**src/rtl/contador_bcd_desc.sv**
```systemverilog
// contador_bcd_desc: N-digit BCD down-counter with load, run and terminal states.
// Loading din clamps each digit to 9 and starts a countdown if the value is nonzero.
// Each clk_en tick in RUN decrements the count by one. Reaching zero raises fin for one cycle.
// Optional feature: define CONTADOR_BCD_DESC_AUTORELOAD_EN to reload the captured value
// after each terminal pulse, so the count restarts automatically.
// Without that macro the FSM returns to IDLE after the terminal pulse.
// In that default build no reload copy is kept, because nothing would ever read it.
module contador_bcd_desc #(
  parameter int N = 3
) (
  input  logic           clk,
  input  logic           rst,
  input  logic           clk_en,
  input  logic           load,
  input  logic [N*4-1:0] din,
  output logic [N*4-1:0] sal,
  output logic           fin,
  output logic           activo
);

  localparam int DW = N * 4;
  localparam logic [DW-1:0] ONE = DW'(1);

  typedef enum logic [1:0] {IDLE = 2'd0, RUN = 2'd1, FIN = 2'd2} state_t;

  state_t        state;
  logic [DW-1:0] count;
  logic [DW-1:0] din_clamped;
`ifdef CONTADOR_BCD_DESC_AUTORELOAD_EN
  logic [DW-1:0] reload;
`endif

  // Saturate every digit above 9 down to 9 so no illegal BCD code enters the count.
  function automatic logic [DW-1:0] bcd_clamp(input logic [DW-1:0] v);
    logic [DW-1:0] r;
    r = v;
    for (int i = 0; i < N; i++) begin
      if (v[i*4 +: 4] > 4'd9) r[i*4 +: 4] = 4'd9;
    end
    return r;
  endfunction

  // Decrement by one in BCD: the borrow ripples up through zero digits, which wrap to 9.
  function automatic logic [DW-1:0] bcd_dec(input logic [DW-1:0] v);
    logic [DW-1:0] r;
    logic          borrow;
    r      = v;
    borrow = 1'b1;
    for (int i = 0; i < N; i++) begin
      if (borrow) begin
        if (v[i*4 +: 4] == 4'd0) begin
          r[i*4 +: 4] = 4'd9;
        end else begin
          r[i*4 +: 4] = v[i*4 +: 4] - 4'd1;
          borrow      = 1'b0;
        end
      end
    end
    return r;
  endfunction

  // Clamp the load value before it reaches the registers.
  always_comb begin
    din_clamped = bcd_clamp(din);
  end

  // FSM, count register and registered fin/activo flags.
  // Load always wins over a tick.
  always_ff @(posedge clk or negedge rst) begin
    if (!rst) begin
      state  <= IDLE;
      count  <= '0;
`ifdef CONTADOR_BCD_DESC_AUTORELOAD_EN
      reload <= '0;
`endif
      fin    <= 1'b0;
      activo <= 1'b0;
    end else if (load) begin
      count  <= din_clamped;
`ifdef CONTADOR_BCD_DESC_AUTORELOAD_EN
      reload <= din_clamped;
`endif
      fin    <= 1'b0;
      if (din_clamped != '0) begin
        state  <= RUN;
        activo <= 1'b1;
      end else begin
        state  <= IDLE;
        activo <= 1'b0;
      end
    end else begin
      case (state)
        IDLE: begin
          state <= IDLE;
        end
        RUN: begin
          if (clk_en) begin
            if (count == ONE) begin
              count  <= '0;
              state  <= FIN;
              fin    <= 1'b1;
              activo <= 1'b0;
            end else begin
              count <= bcd_dec(count);
            end
          end
        end
        FIN: begin
          fin <= 1'b0;
`ifdef CONTADOR_BCD_DESC_AUTORELOAD_EN
          if (reload != '0) begin
            count  <= reload;
            state  <= RUN;
            activo <= 1'b1;
          end else begin
            state <= IDLE;
          end
`else
          state <= IDLE;
`endif
        end
        default: begin
          state  <= IDLE;
          fin    <= 1'b0;
          activo <= 1'b0;
        end
      endcase
    end
  end

  assign sal = count;

endmodule

```
**config.mk**
```make
export PLATFORM = sky130hd
export DESIGN_NAME = contador_bcd_desc
export DESIGN_NICKNAME = d
export VERILOG_FILES = /design/src/rtl/contador_bcd_desc.sv
export SDC_FILE = /design/constraint.sdc
export NUM_CORES = 1
export LEC_CHECK = 0
export CAP_MARGIN = 20
export CORE_ASPECT_RATIO = 1.25
export CORE_MARGIN = 2
export CORE_UTILIZATION = 46
export CTS_BUF_LIST = sky130_fd_sc_hd__clkbuf_16
export DETAILED_ROUTE_END_ITERATION = 10
export PLACE_DENSITY_LB_ADDON = 0.2
export SLEW_MARGIN = 20
export SYNTH_ARGS = -nofsm -noshare
export SYNTH_HDL_FRONTEND = slang
export SYNTH_SLANG_ARGS = --single-unit
```
**constraint.sdc**
```tcl
create_clock -name clk -period 2.4 [get_ports clk]
set_clock_uncertainty 0.05 [all_clocks]
set_input_delay 0.48 -clock clk [delete_from_list [all_inputs] [get_ports clk]]
set_output_delay 0.48 -clock clk [all_outputs]
set_load 0.05 [all_outputs]
```
After elaboration in Yosys (flattened, before gate mapping)

Cells that the tools add are included.
W data, S select, Z words.

Register bits after elaboration: 16
Input bits: 16

Add/sub/neg operators: 3
$lt $le $gt $ge: 3
Eq/ne operators: 7
Muxes and demuxes: 37
Reduce and logical (&&, ||, !) cells: 16

Operators with widths:

| kind                  | number |
|---|---|
| $mux W12              | 4 |
| $mux W4               | 8 |
| $mux W1               | 19 |
| $eq A12 B1 Y1 const B | 1 |
| $gt A4 B4 Y1 const B  | 3 |
| $logic_not A4 Y1      | 3 |
| $reduce_and A3 Y1     | 4 |
| $reduce_bool A12 Y1   | 1 |
| $sub A4 B1 Y4 const B | 3 |
| $mux W2               | 4 |
| $ne A3 B3 Y1 const B  | 2 |
| $reduce_bool A3 Y1    | 2 |
| $pmux W1 S2           | 2 |
| $reduce_and A2 Y1     | 2 |
| $reduce_bool A2 Y1    | 2 |
| $eq A2 B1 Y1 const B  | 1 |
| $eq A2 B2 Y1 const B  | 1 |
| $logic_not A2 Y1      | 1 |
| $ne A2 B1 Y1 const B  | 1 |
| $ne A2 B2 Y1 const B  | 1 |
| $reduce_or A2 Y1      | 1 |

Longest topological paths before layout

Gate-level depths: netlist (run 1).

Depth in word-level cells: 16
Depth in mapped cells: 6

Least setup slack after synthesis (run 1)

OpenSTA, ideal clock, no wires.

Path kind: reg-to-reg
From: register count[4] (netlist: sal[4])
To: register count[8] (netlist: sal[8])
Setup time: 0.082 ns
Arrival time: 1.902 ns
Path slack: 0.367 ns
Cell stages (with the launch flop): 7
Buffers on the path: 0
Clock period less this slack: 2.033 ns
Cell sequence: dfrtp_1 -> inv_1 -> ha_1 -> nor3b_4 -> o2111ai_2 -> or3b_1 -> a31oi_1

Cells in the longest elaborated chain, start to end: 9
Elaborated cells on any way between the ends: 14

Ends and longest elaborated chain:

| element                             | RTL line | text |
|---|---|---|
| start, declared                     | 27       | `logic [DW-1:0] count;` |
| start signal, assigned              | 79       | `count <= din_clamped;` |
| start signal, assigned              | 104      | `count <= bcd_dec(count);` |
| $logic_not A4 Y1                    | 51       | `if (v[i*4 +: 4] == 4'd0) begin` |
| $mux W1                             | 51       |  |
| $mux W1                             | 50       | `if (borrow) begin` |
| $mux W1                             | 98       | `if (count == ONE) begin` |
| $mux W1                             | 97       | `if (clk_en) begin` |
| $mux W1                             | 92       | `case (state)` |
| $mux W1                             | 78       | `end else if (load) begin` |
| $reduce_bool A3 Y1 (no source line) | --       |  |
| $reduce_and A3 Y1 (no source line)  | --       |  |

Several ways; a longest one is shown, not always the timed one. The select of a mux whose other input is x is not followed.
A chain may end at the register's enable or synchronous reset.

Final worst setup path (run 1)

From: register count[6] (netlist: sal[6])
To: output port sal[6]

RTL lines:

| element       | RTL line | text |
|---|---|---|
| end, declared | 16       | `output logic [N*4-1:0] sal,` |

No word-level cell between the ends.

==> flow_summary.ini, run 1 <==
[sta]
hold_viol = 0
headroom_to_the_max_slew_limit_pct = 50.0
final_max_slew_viol_count = 0
setup-violations-final = 0
setup_tns_ns = 0
rsz0062_at_grt = false
worst_hold_slack_ns = 0.456
post-route-min-period_ns = 2.10
tightestPinTransition_ns = 0.748
period_share_pct = 87.6
achievable-frequency_ghz = 0.475

[logic_synthesis]
ys_types = 41
synth_top_family_by_area = simple AND/OR/NAND/NOR gates
synthesis.instances = 118
yosysWarningCount = 0
library_cell_with_the_largest_summed_area_after_synthesis = dfrtp_1
post_synth_and_or_nand_nor_area_fraction_pct = 27.6
synthTopCellsByArea = dfrtp_1 (38%), nor2_1 (4.3%), inv_1 (4.0%), nand2_1 (4.0%), ha_1 (3.6%)
synthMuxAreaShare_pct = 0
netlist_area_um2 = 1040
synth.net_count = 137
syn_area_per_cell_um2 = 8.82
synthAdderAreaFrac_pct = 3.61
synthDominantCellAreaShare_pct = 38.5
synth-compound-area-share_pct = 23.6
synth_sequential_area_ratio_pct = 38.5
synth.ff_latch_count = 16
synth_xor_xnor_area_share_pct = 1.68

[status]
status = completed

[detailed_routing]
detail_route.first_pass.iterations = 4
drtAntennaViolNets = 0
drt_first_iter_violations = 26
route.vias.total = 1040
wl_per_cell_um = 14.2
routed_wl_mm = 2.58
post-route-drc-count = 0
viasPerCell = 5.71

[critical_path]
start_kind = flip-flop
setup.worst_path.class = reg2out
worstPathRequired_ns = 1.87
data_arrival_critical_path_ns = 1.57
timing.critical_path.slowest_stage_cell = clkdlybuf4s50_1
crit_family = buffers and inverters
timing.critical_path.buf_inv = 1
path_cells = clkdlybuf4s50_1
largest_driver_fanout_on_the_critical_path = 6
worst_setup_path_end_kind = output port
cpPeakStageDelay_ns = 0.85

[global_routing]
grt_max_degree = 18
antenna_found_initial = 0
grt_pass1_vias = 1010
grt_pass1_wl_mm = 4.37
globalRouteOverflowTotal = 0
groute.usage.overall_pct = 22.8

[placed_design]
gp_congestion = 0.863
placedCellCount = 178
hpwlAfterDp_mm = 1.99
post_dp_cell_area_um2 = 1380
placement.io_buffers = 29

[die]
die_height_um = 57.2
placement_rows = 19
design.portCount = 30
die_w_um = 46.6
floorplan_core_area_um2 = 2160
initial_utilization_pct = 48.1
dieArea_um2 = 2660

[cells_and_area]
num-nets-final = 171
post_route_cells_drive_above_1_share_pct = 8.61
antenna_cells = 0
final_cell_area_um2 = 1460
final_cell_mix = clkdlybuf4s50_1 (29), dfrtp_1 (16), nor2_1 (12), inv_1 (11), nand2_1 (11)
finish.cell_count_without_fillers = 182
area.growth.synth_to_final_pct = 39.9
final_common_cell = clkdlybuf4s50_1

[cts]
clk_pin_slew_worst_paths_ns = 0.05
cts_made_buffers = 3
clockBufferDepth = 2
worst_skew_late_latency_ns = 0.25
cts-hold-fix-buffers = 0
clock_tree_from_tritoncts = built
cts_max_level = 1
clock-sinks = 16
cts_resized = 0
post_cts.repair.setup_buffers = 0
ctsRootBufferMaster = clkbuf_16

[flow_run]
timing.max_cap.violations = 0

[pwr]
lkg_pwr_nw = 0.595
max-vdd-ir-drop_mv = 0.534
finalPower_uw = 942
power-per-cell-area_nw_per_um2 = 647

[min_path]
min_path_type = reg2reg
cell families (layout without fill, tap and decap cells):
group | Yosys count | after routing
buffers and inverters | 14 | 47
AOI/OAI and AO/OA | 34 | 34
and+or+nand+nor | 49 | 49
xor gates and xnor gates | 2 | 2
adders and majority gates | 3 | 3
DFF | 16 | 16
through the flow:
| step | setup WS, ns | util, % |
|---|---|---|
| CTS | 0.290 | 67.3 |
| global route | 0.209 | 67.3 |
| finish | 0.296 | 67.3 |
| floorplan | 0.367 | - |
| global placement | 0.268 | 63.7 |
| detailed placement | 0.212 | 63.7 |
power breakdown:
part           switching, mW  total [mW]  internal (mW)
sequential            0.0359       0.330          0.294
clock                  0.112       0.333          0.222
combinational          0.167       0.279          0.112
flip-flops by register name (all words and copies together), names as in the netlist:
name    flops
activo      1
state       2
sal        12
fin         1
worst paths after layout:
path                         from      end  slack, ns  cells past startpoint
min in group asynchronous     rst  sal[10]       0.62                      1
min                           fin      fin       0.46                      1
max                        sal[6]   sal[6]       0.30                      1
max reg2reg                sal[4]   sal[6]       0.39                      6
min reg2reg                   fin      fin       0.46                      1
max in group asynchronous     rst   sal[5]       1.20                      1
Yosys cell counts:
cell type and count:
a21oi_1 7, a311o_1 1, a31oi_1 5, a41o_1 1, and2_1 1, and3b_1 1, clkbuf_1 2, clkinv_1 1
dfrtp_1 16, ha_1 3, inv_1 11, nand2_1 11, nand2_2 1, nand4_1 1, nand4b_1 1, nand4bb_1 1
nor2_1 12, nor2b_1 1, nor3_1 6, nor3_4 1, nor3b_2 1, nor3b_4 1, nor4_1 2, nor4b_1 1
o2111a_1 1, o2111ai_2 1, o21a_1 3, o21ai_0 6, o21ba_2 1, o21bai_1 1, o221ai_1 1, o311a_1 1
o311ai_0 1, o31a_1 1, o31ai_1 2, o41a_1 1, or2_2 2, or3_1 2, or3b_1 1, or4_1 2
xnor2_1 2
layer usage:
layer	part of all wire [%]	up-vias	routed length, µm	GRT usage (%)
met5	0	-	0	0
met2	51	34	1320	38.5
li1	-	501	-	-
met4	2.3	0	60	11.0
met3	3.6	7	94	4.11
met1	43	498	1110	26.7
area by class of cell:
type                    instances  area, µm²
clock buffers                   3       75.1
clock inverters                 1       3.75
fillers                       181        707
inverters                      12       45.0
multi-input cells              88        588
flip-flops and latches         16        400
well taps                      31       38.8
repair buffers                 31        305
No activity file was read; power rests on OpenSTA's default activity.
==> run 2: changes to the inputs <==
--- a/config.mk
+++ b/config.mk
@@ -12,7 +12,7 @@
 export CTS_BUF_LIST = sky130_fd_sc_hd__clkbuf_16
 export DETAILED_ROUTE_END_ITERATION = 10
 export PLACE_DENSITY_LB_ADDON = 0.2
-export SLEW_MARGIN = 20
+export SKIP_LAST_GASP = 1
 export SYNTH_ARGS = -nofsm -noshare
 export SYNTH_HDL_FRONTEND = slang
 export SYNTH_SLANG_ARGS = --single-unit
==> results of run 2 <==
Same layout as run 1: the final DEF is identical, and so are final timing and power.
==> run 3: changes to the inputs <==
--- a/config.mk
+++ b/config.mk
@@ -11,7 +11,7 @@
 export CORE_UTILIZATION = 46
 export CTS_BUF_LIST = sky130_fd_sc_hd__clkbuf_16
 export DETAILED_ROUTE_END_ITERATION = 10
-export PLACE_DENSITY_LB_ADDON = 0.2
+export PLACE_DENSITY = 0.78
 export SKIP_LAST_GASP = 1
 export SYNTH_ARGS = -nofsm -noshare
 export SYNTH_HDL_FRONTEND = slang
==> flow_summary.ini, run 3 (synthesis results as in run 1) <==
[sta]
setup-violations-final = 0
final_max_slew_viol_count = 0
hold_viol = 0
worst_hold_slack_ns = 0.454
post-route-min-period_ns = 2.10
tightestPinTransition_ns = 0.743
headroom_to_the_max_slew_limit_pct = 50.3
setup_tns_ns = 0
period_share_pct = 87.5
achievable-frequency_ghz = 0.476
rsz0062_at_grt = false

[cts]
ctsRootBufferMaster = clkbuf_16
clockBufferDepth = 2
clock_tree_from_tritoncts = built
clock-sinks = 16
cts-hold-fix-buffers = 0
cts_made_buffers = 3
worst_skew_late_latency_ns = 0.25
clk_pin_slew_worst_paths_ns = 0.05
post_cts.repair.setup_buffers = 0
cts_resized = 0
cts_max_level = 1

[die]
floorplan_core_area_um2 = 2160
placement_rows = 19
dieArea_um2 = 2660
die_w_um = 46.6
initial_utilization_pct = 48.1
design.portCount = 30
die_height_um = 57.2

[min_path]
hp-start = fin
min_path_type = reg2reg
timing.hold.worst_path_depth = 1
hold-path-endpoint = fin

[cells_and_area]
final_cell_mix = clkdlybuf4s50_1 (29), dfrtp_1 (16), nor2_1 (12), inv_1 (11), nand2_1 (11)
fillCellCount = 172
final_common_cell = clkdlybuf4s50_1
num-nets-final = 171
finish.cell_count_without_fillers = 182
area.growth.synth_to_final_pct = 39.9
largest_reg_flops = 12
layout.area.seq_um2 = 400
post_route_cells_drive_above_1_share_pct = 8.61
multi_input_comb_area_um2 = 588
final_cell_area_um2 = 1460
antenna_cells = 0

[detailed_routing]
route.vias.total = 1030
wl_per_cell_um = 14.4
detail_route.first_pass.iterations = 4
viasPerCell = 5.66
routed_wl_mm = 2.62
drtAntennaViolNets = 0
post-route-drc-count = 0
drt_first_iter_violations = 23

[global_routing]
grt_pass1_wl_mm = 4.41
grt_pass1_vias = 987
globalRouteOverflowTotal = 0
grt_max_degree = 18
antenna_found_initial = 0
groute.usage.overall_pct = 22.5

[critical_path]
largest_driver_fanout_on_the_critical_path = 6
worstPathRequired_ns = 1.87
setup.worst_path.class = reg2out
rr_endpoint = sal[8]
crit_family = buffers and inverters
timing.critical_path.buf_inv = 1
path_cells = clkdlybuf4s50_1
worst_setup_path_end_kind = output port
cpPeakStageDelay_ns = 0.85
r2r_slack_ns = 0.40
worst-r2r-cell-count = 6
timing.rr.start = sal[4]
start_kind = flip-flop
timing.critical_path.slowest_stage_cell = clkdlybuf4s50_1
data_arrival_critical_path_ns = 1.57

[placed_design]
placement.io_buffers = 29
gp_congestion = 0.824
post_dp_cell_area_um2 = 1380
placedCellCount = 178
hpwlAfterDp_mm = 1.93

[flow_run]
timing.max_cap.violations = 0

[pwr]
lkg_pwr_nw = 0.595
power-per-cell-area_nw_per_um2 = 649
max-vdd-ir-drop_mv = 0.487

[status]
status = completed
[run 3: cell type report]
cell class / count / share of cell area [%]
inverters: 12 / 3.09
well taps: 31 / 2.66
flip-flops and latches: 16 / 27.5
multi-input cells: 88 / 40.4
clock buffers: 3 / 5.15
clock inverters: 1 / 0.258
repair buffers: 31 / 21.0
[run 3: per-layer routing]
metal / part of all wire, % / vias up / wire (µm) / global-route usage (%)
li1: - / 504 / - / -
met1: 44 / 494 / 1160 / 27.8
met2: 51 / 27 / 1340 / 38.3
met3: 3.2 / 5 / 84 / 2.85
met4: 1.7 / 0 / 44 / 8.98
met5: 0 / - / 0 / 0
[run 3: per-stage QoR]
step	util, %	setup WS, ns	power [mW]
CTS	67.3	0.299	0.946
global route	67.3	0.259	0.978
floorplan	-	0.367	0.504
global placement	63.7	0.274	0.608
detailed placement	63.7	0.229	0.613
finish	67.3	0.301	0.946
[run 3: worst max path at each step]
stage                      start  cells after the start      to  slack, ns
after global routing      sal[4]                      6  sal[8]       0.26
after CTS                 sal[6]                      1  sal[6]       0.30
after floorplan           sal[4]                      6  sal[8]       0.37
after detailed placement  clk_en                      5  sal[8]       0.23
final                     sal[6]                      1  sal[6]       0.30
after global placement    clk_en                      5  sal[8]       0.27
[run 3: where the power goes]
part           switching [mW]  total [mW]  leakage (nW)  internal, mW
Clock                   0.114       0.336        0.0385         0.222
Sequential             0.0356       0.329         0.191         0.294
Combinational           0.168       0.280         0.366         0.112
Total                   0.318       0.946         0.595         0.628
